--- src/rtl/apb_share_arbiter.sv ---
// Round-robin sharing of one APB target port between NM masters. Ownership is
// held while the owner keeps psel high; a watchdog aborts stalled transfers.
module apb_share_arbiter #(
    parameter int unsigned NM      = 2,
    parameter int unsigned TIMEOUT = 256,
    parameter int unsigned TW      = 9
) (
    input  logic              clk,
    input  logic              rst_n,
    input  logic [NM-1:0]     m_psel,
    input  logic [NM-1:0]     m_penable,
    input  logic [NM-1:0]     m_pwrite,
    input  logic [32*NM-1:0]  m_paddr,
    input  logic [32*NM-1:0]  m_pwdata,
    input  logic [4*NM-1:0]   m_pstrb,
    output logic [NM-1:0]     m_pready,
    output logic [2*NM-1:0]   m_presp,
    output logic [31:0]       m_prdata,
    output logic              psel,
    output logic              penable,
    output logic              pwrite,
    output logic [31:0]       paddr,
    output logic [31:0]       pwdata,
    output logic [3:0]        pstrb,
    input  logic              pready,
    input  logic [1:0]        presp,
    input  logic [31:0]       prdata,
    output logic [NM-1:0]     gnt,
    output logic              tout_pulse
);

    localparam int unsigned IW = (NM > 1) ? $clog2(NM) : 1;

    typedef enum logic [1:0] {StIdle, StOwn, StAbort} state_e;

    state_e        state_q, state_d;
    logic [IW-1:0] last_q, last_d;
    logic [TW-1:0] wdog_q, wdog_d;
    logic [IW-1:0] winner, cand;
    logic          found;
    logic          own_psel;

    // First requester strictly after the previous owner, wrapping modulo NM.
    always_comb begin
        winner = last_q;
        cand   = '0;
        found  = 1'b0;
        for (int unsigned off = 1; off <= NM; off++) begin
            cand = IW'((32'(last_q) + off) % NM);
            if (!found && m_psel[cand]) begin
                winner = cand;
                found  = 1'b1;
            end
        end
    end

    assign own_psel = m_psel[last_q];

    always_comb begin
        state_d = state_q;
        last_d  = last_q;
        wdog_d  = wdog_q;
        case (state_q)
            StIdle: begin
                wdog_d = '0;
                if (|m_psel) begin
                    state_d = StOwn;
                    last_d  = winner;
                end
            end
            StOwn: begin
                if (!own_psel) begin
                    state_d = StIdle;
                    wdog_d  = '0;
                end else if (pready) begin
                    wdog_d = '0;
                end else if (TIMEOUT != 0) begin
                    if (wdog_q == TW'(TIMEOUT - 1)) begin
                        state_d = StAbort;
                    end
                    if (wdog_q != TW'(TIMEOUT)) begin
                        wdog_d = wdog_q + TW'(1);
                    end
                end
            end
            StAbort: begin
                state_d = StIdle;
                wdog_d  = '0;
            end
            default: begin
                state_d = StIdle;
                wdog_d  = '0;
            end
        endcase
    end

    always_ff @(posedge clk or negedge rst_n) begin
        if (!rst_n) begin
            state_q <= StIdle;
            last_q  <= IW'(NM - 1);
            wdog_q  <= '0;
        end else begin
            state_q <= state_d;
            last_q  <= last_d;
            wdog_q  <= wdog_d;
        end
    end

    assign m_prdata = prdata;

    // The owner index is last_q for as long as the state is not idle.
    always_comb begin
        gnt        = '0;
        m_pready   = '0;
        m_presp    = '0;
        psel       = 1'b0;
        penable    = 1'b0;
        pwrite     = 1'b0;
        paddr      = '0;
        pwdata     = '0;
        pstrb      = '0;
        tout_pulse = 1'b0;
        if (state_q != StIdle) begin
            gnt[last_q] = 1'b1;
            pwrite      = m_pwrite[last_q];
            paddr       = m_paddr[{last_q, 5'b0} +: 32];
            pwdata      = m_pwdata[{last_q, 5'b0} +: 32];
            pstrb       = m_pstrb[{last_q, 2'b0} +: 4];
        end
        if (state_q == StOwn) begin
            psel                          = m_psel[last_q];
            penable                       = m_penable[last_q];
            m_pready[last_q]              = pready;
            m_presp[{last_q, 1'b0} +: 2]  = presp;
        end
        if (state_q == StAbort) begin
            m_pready[last_q]              = 1'b1;
            m_presp[{last_q, 1'b0} +: 2]  = 2'b10;
            tout_pulse                    = 1'b1;
        end
    end

endmodule

--- config.mk ---
export PLATFORM = sky130hd
export DESIGN_NAME = apb_share_arbiter
export DESIGN_NICKNAME = d
export VERILOG_FILES = /design/src/rtl/apb_share_arbiter.sv
export SDC_FILE = /design/constraint.sdc
export NUM_CORES = 1
export LEC_CHECK = 0
export CELL_PAD_IN_SITES_DETAIL_PLACEMENT = 0
export CELL_PAD_IN_SITES_GLOBAL_PLACEMENT = 1
export CORE_MARGIN = 3
export CORE_UTILIZATION = 14
export CTS_CLUSTER_DIAMETER = 60
export CTS_CLUSTER_SIZE = 20
export DETAILED_ROUTE_END_ITERATION = 10
export GPL_ROUTABILITY_DRIVEN = 0
export PLACE_DENSITY_LB_ADDON = 0.1
export SETUP_SLACK_MARGIN = 0.3
export SLEW_MARGIN = 20
export SYNTH_ARGS = -nofsm -noshare
export SYNTH_HDL_FRONTEND = slang
export SYNTH_SLANG_ARGS = --single-unit
--- constraint.sdc ---
create_clock -name clk -period 1.8 [get_ports clk]
set_clock_uncertainty 0.05 [all_clocks]
set_input_delay 0.36 -clock clk [delete_from_list [all_inputs] [get_ports clk]]
set_output_delay 0.36 -clock clk [all_outputs]
set_load 0.1 [all_outputs]
Yosys cells after proc, flatten, opt, wreduce, memory -nomap -nowiden --
Cells that the tools add are included. Widths: inputs -> output; s select.
Cells by class: shift-type cells 6, equal/unequal tests 8, multiplexer cells 37, add/sub/neg operators 4, reduce and logical (&&, ||, !) cells 9, $lt $le $gt $ge 4, bitwise operators 3
Operators by type and width (count):
- $shiftx 64x7->32 | 2
- $mux 32 | 2
- $mux 9 | 4
- $mux 1 | 18
- $mux 2 | 7
- $mux 4 | 3
- $add 9x1->9 const B | 1
- $eq 9x8->1 const B | 1
- $ne 9x9->1 const B | 1
- $shiftx 8x4->4 | 1
- $lt 1x2->1 const B | 3
- $ne 3x3->1 const B | 2
- $reduce_and 3->1 | 2
- $and 4x4->4 | 1
- $bwmux 4 | 1
- $ne 4x4->1 const B | 1
- $neg 2->4 | 1
- $pmux 2 s2 | 1
- $reduce_bool 2->1 | 2
- $shift 2x4->4 const A | 1
- $shiftx 2x4->4 | 1
- $shiftx 2x4->4 const A | 1
- $add 1x1->1 const B | 2
- $and 2x2->2 | 1
- other kinds (10) | 11
Storage, ports and cells: logic and storage cells 74, output and inout port bits 112, bits in registers 12

Depth between registers and ports, before layout --
Gate-level depths: netlist of run 1.
depth in word-level cells 8, depth in mapped cells 7

Worst setup path after synthesis of run 1 --
No wires, ideal clock.
path kind flip-flop to output port, from register state_q[0], to output port m_pready[1], cell stages (with the launch flop) 4, path slack -1938 ps, data arrival time 3328 ps, path buffers 0, path through dfrtp_1 -> nor2b_1 -> a21oi_1 -> nor2b_1
On the way: longest elaborated chain between the ends 4, elaborated cells on any way between the ends 5, those cells by class eq/ne: 2; mux: 2; bitwise: 1
Ends and longest elaborated chain:
- from (decl) | line 36 | state_e state_q, state_d;
- from (signal assigned) | line 99 | state_q <= StIdle;
- from (signal assigned) | line 103 | state_q <= state_d;
- $eq 2x1->1 | line 130 | if (state_q == StOwn) begin
- $mux 2 | line 130
- $or 2x2->2 (no source line)
- $mux 2 * | line 136 | if (state_q == StAbort) begin
- to (decl) | line 16 | output logic [NM-1:0] m_pready,
Mark *: on every way between the ends. The rest lies on a longest branch, timed or not.

Worst setup path after layout of run 1 --
from register last_q, to output port paddr[17]
On the way: longest elaborated chain between the ends 2
Ends and longest elaborated chain:
- from (decl) | line 37 | logic [IW-1:0] last_q, last_d;
- from (signal assigned) | line 100 | last_q <= IW'(NM - 1);
- from (signal assigned) | line 104 | last_q <= last_d;
- $shiftx 64x7->32 | line 126 | paddr = m_paddr[{last_q, 5'b0} +: 32];
- $mux 32 | line 123 | if (state_q != StIdle) begin
- to (decl) | line 22 | output logic [31:0] paddr,
No other way between the ends.

==> results of run 1 <==
[final timing paths]
kind | slack [ns] | to
max in group asynchronous | 0.85 | state_q[0]$_DFFE_PN0P_
hold / removal | 0.44 | wdog_q[1]$_DFFE_PN0P_
min in group clk | 0.57 | wdog_q[7]$_DFFE_PN0P_
hold reg to reg | 0.57 | wdog_q[7]$_DFFE_PN0P_
setup / recovery | -0.29 | paddr[17]
setup reg to reg | 0.11 | wdog_q[0]$_DFFE_PN0P_
[cells by family after synthesis]
| group | share of synthesized area (%) |
|---|---|
| AO/OA/AOI/OAI | 4.24 |
| XOR/XNOR | 1.33 |
| adder cells (fa/ha/maj) | 1.90 |
| buffers and inverters | 16.9 |
| flip-flops | 15.3 |
| multiplexers | 36.0 |
| AND/OR/NAND/NOR | 24.4 |
[critical path, stage by stage, from the launching register on]
cell and delay [ns]:
dfstp_4 0.70, buf_12 0.21, mux2i_1 0.25, nor2_1 0.10, buf_12 0.18
[per-layer routing]
layer / vias to the layer above / track usage, % / wire (µm)
li1: 1284 / - / -
met1: 1225 / 15.6 / 4180
met2: 114 / 26.3 / 6270
met3: 10 / 3.26 / 827
met4: 0 / 1.42 / 39
met5: - / 0 / 0
[where the power goes]
part           switching [mW]  internal [mW]  total, mW
clock network           0.114          0.298      0.412
logic                    7.82           4.52       12.3
registers              0.0749          0.321      0.395
total                    8.01           5.14       13.1
[cell usage in the layout, fill, tap and decap left out, types with 2 or more instances in the layout]
cell,count
mux2i_2,13
buf_4,12
nor3_1,2
nor2_1,41
a21oi_2,4
mux2i_1,46
clkbuf_16,3
a21oi_4,2
dfrtp_1,9
xor2_1,2
nor2b_4,5
or3_1,3
dfrtp_2,2
ha_1,2
o21ai_0,4
a21oi_1,3
nor2_4,26
nand2_1,4
clkdlybuf4s50_1,146
buf_6,2
buf_12,86
nand3_1,4
inv_1,4
mux2i_4,12
nor2_2,13
[synth_stat cells (2+ instances only)]
master,instances
nand2_1,5
or3_1,4
ha_1,3
mux2i_1,71
nor2b_1,5
buf_2,9
dfrtp_1,11
buf_4,32
o21ai_0,5
clkbuf_1,5
inv_1,4
xor2_1,2
nand3_1,5
nor3_1,3
nor2_1,80
buf_1,4
a21oi_1,9
[registers in the layout (all words and copies together), names as in the netlist]
| signal | count |
|---|---|
| wdog_q | 9 |
| state_q | 2 |
| last_q | 1 |
[final cells by class]
type / instances / share of cell area [%]
multi-input cells: 203 / 32.3
clock buffers: 4 / 1.36
inverters: 4 / 0.258
repair buffers: 247 / 57.0
well taps: 176 / 3.79
flip-flops and latches: 12 / 5.30
[what timing repair did]
| item | 4_1_cts | 5_1_grt |
|---|---|---|
| cloned | 0 | 0 |
| buffers inserted | 6 | 1 |
| hold endpoints to repair | 0 | 0 |
| resized for setup | 29 | 31 |
| endpoints found under the setup margin | 91 | 91 |
| pin swaps | 5 | 3 |
==> results.md, run 1 <==
- Via count: 2633
- HP Class: in -> async
- IO Count: 291
- Ys async rst share: 100%
- Number of fill cells: 1272
- Largest net degree at the start of global routing: 33
- IO Port Bufs: roughly 230
- Clock-pin slew on the worst setup and hold paths: 0.04 ns
- Worst Path Max Fanout: 20
- Synth area leader: mux2i_1
- Finished Cell Area: 5810 µm²
- Final Hold Fails: 0
- Seq/Total Area, Yosys: 15.3%
- CP arrival: approximately 1.7 ns
- Power, Total: 13.1 mW
- Share of layout cells above drive strength 1: 40.2%
- Place WS: -0.0990 ns
- Layout Nets: 653
- Antenna cells: 0
- Die ar.: between 15000 and 20000 µm²
- Final critical-path required period: between 2 and 2.5 ns
- R2r worst-path depth: 4
- Synth area leaders: mux2i_1, nor2_1, dfrtp_1
- Initial antenna violation count: 0
- DRC violations left: 0
- Lkg Pwr: 2.33 nW
- Violated checks: negative setup slack
- Startpoint Class: flip-flop
- Commonest register cell after synthesis: dfrtp_1
- Mapped Cells: 269
- YS warnings: 0
- Fmax: around 480 MHz
- Crit end category: output pin
- Post-Syn Area: 1980 µm²
- Vias in the first global route: approximately 2700
- Final period util: 116%
- H-tree depth: 1
- Rows: 42
- R2R Path Start: last_q$_DFFE_PN1P_
- EDFF count, synth: 0
- DR WL/cell: 17.5 µm
- GRT Overall Usage: 13.6%
- Netlist cell types: 29
- Post-layout util: about 43%
- Fin. max-slew vios: 0
- Global-route wire length before repair: 17100 µm
- Dpl cells: ~640
- Post-route worst setup slack: -0.288 ns
- Slew HR: 61.7%
- Multi-input gate area: 1880 µm²
- Initial DRC count: 98
- DR pass1 iterations: 4
- CTS buffer count: 3
- Yosys top cell area share: a little over a third
- Core area: approximately 14000 µm²
- Hold WS: 0.442 ns
- Pin slew with the least headroom to its limit: 0.572 ns
- CTS tree: done
- Die width: about 120 µm
- RSZ-0062 raised after global routing: yes
- Worst Path Required: 1.39 ns
- CP Launch Point: last_q$_DFFE_PN1P_
- Max Cap Viol: 0
- Setup_tns: -18.81 ns
- CTS sink cnt: 12
- Max clock buf depth: 2
- Starting Density: 14.6%
- Total power per unit cell area: 2260 nW/µm²
- Run status: finished, violations left
- Post-synth net total: 451
- Total grt overflow: 0
- Peak VDD IR: 865 µV
- CTS Hold Bufs: 0
- Seq cells post-synth: 12
- Final WL: between 10000 and 15000 µm
- Syn Area/Cell: about 7.3 µm²
- ANT nets after route: 0
- Root Driver: clkbuf_16
- Vias/cell: 4.08
- Detail Placement HPWL: 9590 µm
- Die Y: between 100 and 150 µm
- Crit path kind: reg -> out
- DP Area: between 5000 and 6000 µm²
- Clk_lat worst skew: roughly 0.24 ns
- Register area: 308 µm²
- Post-route insts no fill: 646
- Final setup viols: 78
- Synthesis-to-layout area growth: 194%
Note: power is estimated with default switching activity, not from simulation.
==> run 2: changes to the inputs <==
--- a/config.mk
+++ b/config.mk
@@ -5,6 +5,7 @@
 export SDC_FILE = /design/constraint.sdc
 export NUM_CORES = 1
 export LEC_CHECK = 0
+export CAP_MARGIN = 5
 export CELL_PAD_IN_SITES_DETAIL_PLACEMENT = 0
 export CELL_PAD_IN_SITES_GLOBAL_PLACEMENT = 1
 export CORE_MARGIN = 3
==> results of run 2 <==
Same layout as run 1: the final DEF is identical, and so are final timing and power.
==> run 3: changes to the inputs <==
--- a/config.mk
+++ b/config.mk
@@ -15,8 +15,10 @@
 export DETAILED_ROUTE_END_ITERATION = 10
 export GPL_ROUTABILITY_DRIVEN = 0
 export PLACE_DENSITY_LB_ADDON = 0.1
+export REMOVE_ABC_BUFFERS = 1
 export SETUP_SLACK_MARGIN = 0.3
 export SLEW_MARGIN = 20
 export SYNTH_ARGS = -nofsm -noshare
 export SYNTH_HDL_FRONTEND = slang
 export SYNTH_SLANG_ARGS = --single-unit
+export TNS_END_PERCENT = 10
==> run 3 against run 2 <==
The flow still finishes with violations (negative setup slack). Final area fell by 4.0%. Utilization fell by 1.7 points. Via count rose by 2.6%. Setup slack worse by 0.014 ns. Critical path depth grew 1. Cell count decreased by 0.62%. Die area unchanged. Clock power down 2%. Highest routed layer is now met5.
==> results.md, run 3 (synthesis gave the netlist of run 1 again) <==
- Run status: finished, violations left
- Violated checks: negative setup slack
- IO Port Bufs: 226
- Final setup viols: 79
- Largest register FFs: 9
- Max Cap Viol: 0
- Root Driver: clkbuf_16
- H-tree depth: 1
- Slew HR: 63.4%
- Final critical-path required period: between 2 and 2.5 ns
- Total grt overflow: 0
- HP Class: in -> async
- Total power per unit cell area: ~2300 nW/µm²
- Worst Path Required: between 1 and 1.5 ns
- Fmax: between 400 and 500 MHz
- Initial antenna violation count: 1
- Worst Path Max Fanout: 15
- Starting Density: 14.6%
- Peak VDD IR: 1180 µV
- Startpoint Class: flip-flop
- R2R Path Start: last_q$_DFFE_PN1P_
- Commonest non-fill, non-tap cell in the layout: clkdlybuf4s50_1
- Register area: 310 µm²
- DR pass1 iterations: 4
- Lkg Pwr: 2.35 nW
- Most used cell, CP: buf_12
- Commonest non-fill, non-tap cells in the layout: clkdlybuf4s50_1, buf_12, mux2i_1, nor2_1, nor2_2
- Vias/cell: 4.21
- Multi-input gate area: between 1500 and 2000 µm²
- Crit-path cells: buf_12 > buf_16 > mux2i_1 > nor2_1 > buf_12
- Crit end category: output pin
- Detail Placement HPWL: 11600 µm
- Clk_lat worst skew: between 0.2 and 0.25 ns
- Die width: 125 µm
- Final WL: ~14000 µm
- Pin slew with the least headroom to its limit: ~0.55 ns
- Die ar.: roughly 16000 µm²
- Critical Path Slowest Stage Cell: dfstp_4
- Antenna cells: 0
- CP arrival: around 1.7 ns
- Largest regs: wdog_q x9, state_q x2, last_q x1
- Final Hold Fails: 0
- Via count: 2702
- Fin. max-slew vios: 0
- Max clock buf depth: 2
- Final period util: 117%
- CTS tree: done
- Clock-pin slew on the worst setup and hold paths: about 0.040 ns
- DRC violations left: 0
- Rows: 42
- Largest net degree at the start of global routing: 31
- DR WL/cell: 21.3 µm
- CTS sink cnt: 12
- Initial DRC count: 64
- GRT Overall Usage: between 10% and 20%
- Global-route wire length before repair: 18100 µm
- CTS buffer count: 3
- Top reg by flops: wdog_q
- Layout Nets: ~650
- Post-route worst setup slack: -0.302 ns
- Number of fill cells: 1323
- Die Y: between 100 and 150 µm
- Worst path max stage delay: between 0.6 and 0.7 ns
- RSZ-0062 raised after global routing: yes
- CP Launch Point: last_q$_DFFE_PN1P_
- Setup_tns: -19.42 ns
- Vias in the first global route: ~2700
- Core area: 13500 µm²
- Share of layout cells above drive strength 1: 34.5%
- Crit path kind: reg -> out
- Hold WS: between 0.4 and 0.5 ns
- IO Count: 291
- Synthesis-to-layout area growth: 182%
- ANT nets after route: 0
==> run 3: cell types whose count changed in the layout (fill, tap and decap cells not counted), sizes merged <==
| cell | change |
|---|---|
| buf | -7 |
| clkbuf | +3 |
==> run 3: path summary, 6_finish.rpt <==
path,endpoint,slack (ns),cells after the start
max,paddr[5],-0.30,5
min,wdog_q[2]$_DFFE_PN0P_,0.43,1
max reg2reg,wdog_q[0]$_DFFE_PN0P_,0.11,5
min reg2reg,wdog_q[6]$_DFFE_PN0P_,0.57,2
max in group asynchronous,wdog_q[0]$_DFFE_PN0P_,0.87,1
min in group clk,wdog_q[6]$_DFFE_PN0P_,0.57,2
==> run 3: routing by layer <==
metal  GRT usage (%)  wire (µm)  vias to the layer above
met3            9.43       1740                        6
met4            1.61         47                        2
met1            16.7       5110                     1266
li1                -          -                     1272
met2            26.6       6780                      156
met5            1.31         13                        -
==> run 3: cell type report <==
class	count	area share, %
clock buffer	4	1.41
inverter	4	0.269
multi-input combinational	203	28.5
sequential	12	5.56
tap	176	3.95
timing repair buffer	243	60.3
==> run 3: worst max-delay path, delay by kind of cell (launching register included) <==
| kind | cells | cell delay (ns) |
|---|---|---|
| buffers and inverters | 3 | 0.54 |
| DFF | 1 | 0.63 |
| muxes | 1 | 0.09 |
| and+or+nand+nor | 1 | 0.19 |
==> run 3: power breakdown <==
part	total (mW)	internal (mW)	leakage (nW)	switching, mW
clock network	0.404	0.297	0.0382	0.107
logic	12.2	4.40	2.16	7.76
registers	0.371	0.320	0.156	0.0511
total	12.9	5.02	2.35	7.92
==> run 3: metrics by stage <==
step	instance area (µm²)	power (mW)	std cells	worst slack, ns	utilization (%)
floorplan	1660	7.13	219	-2.64	-
global placement	5100	11.9	631	-0.0445	37.8
detailed placement	5100	11.9	631	-0.0490	37.8
CTS	5200	12.3	635	-0.289	38.5
global route	5580	13.3	642	-0.348	41.3
finish	5580	12.9	642	-0.302	41.3
==> run 3: what timing repair did <==
action | in CTS | in global routing
pin swaps | 1 | 6
hold buffers | 0 | 0
endpoints found under the setup margin | 91 | 91
resized for setup | 9 | 65
buffers inserted | 0 | 2
gates cloned | 0 | 5
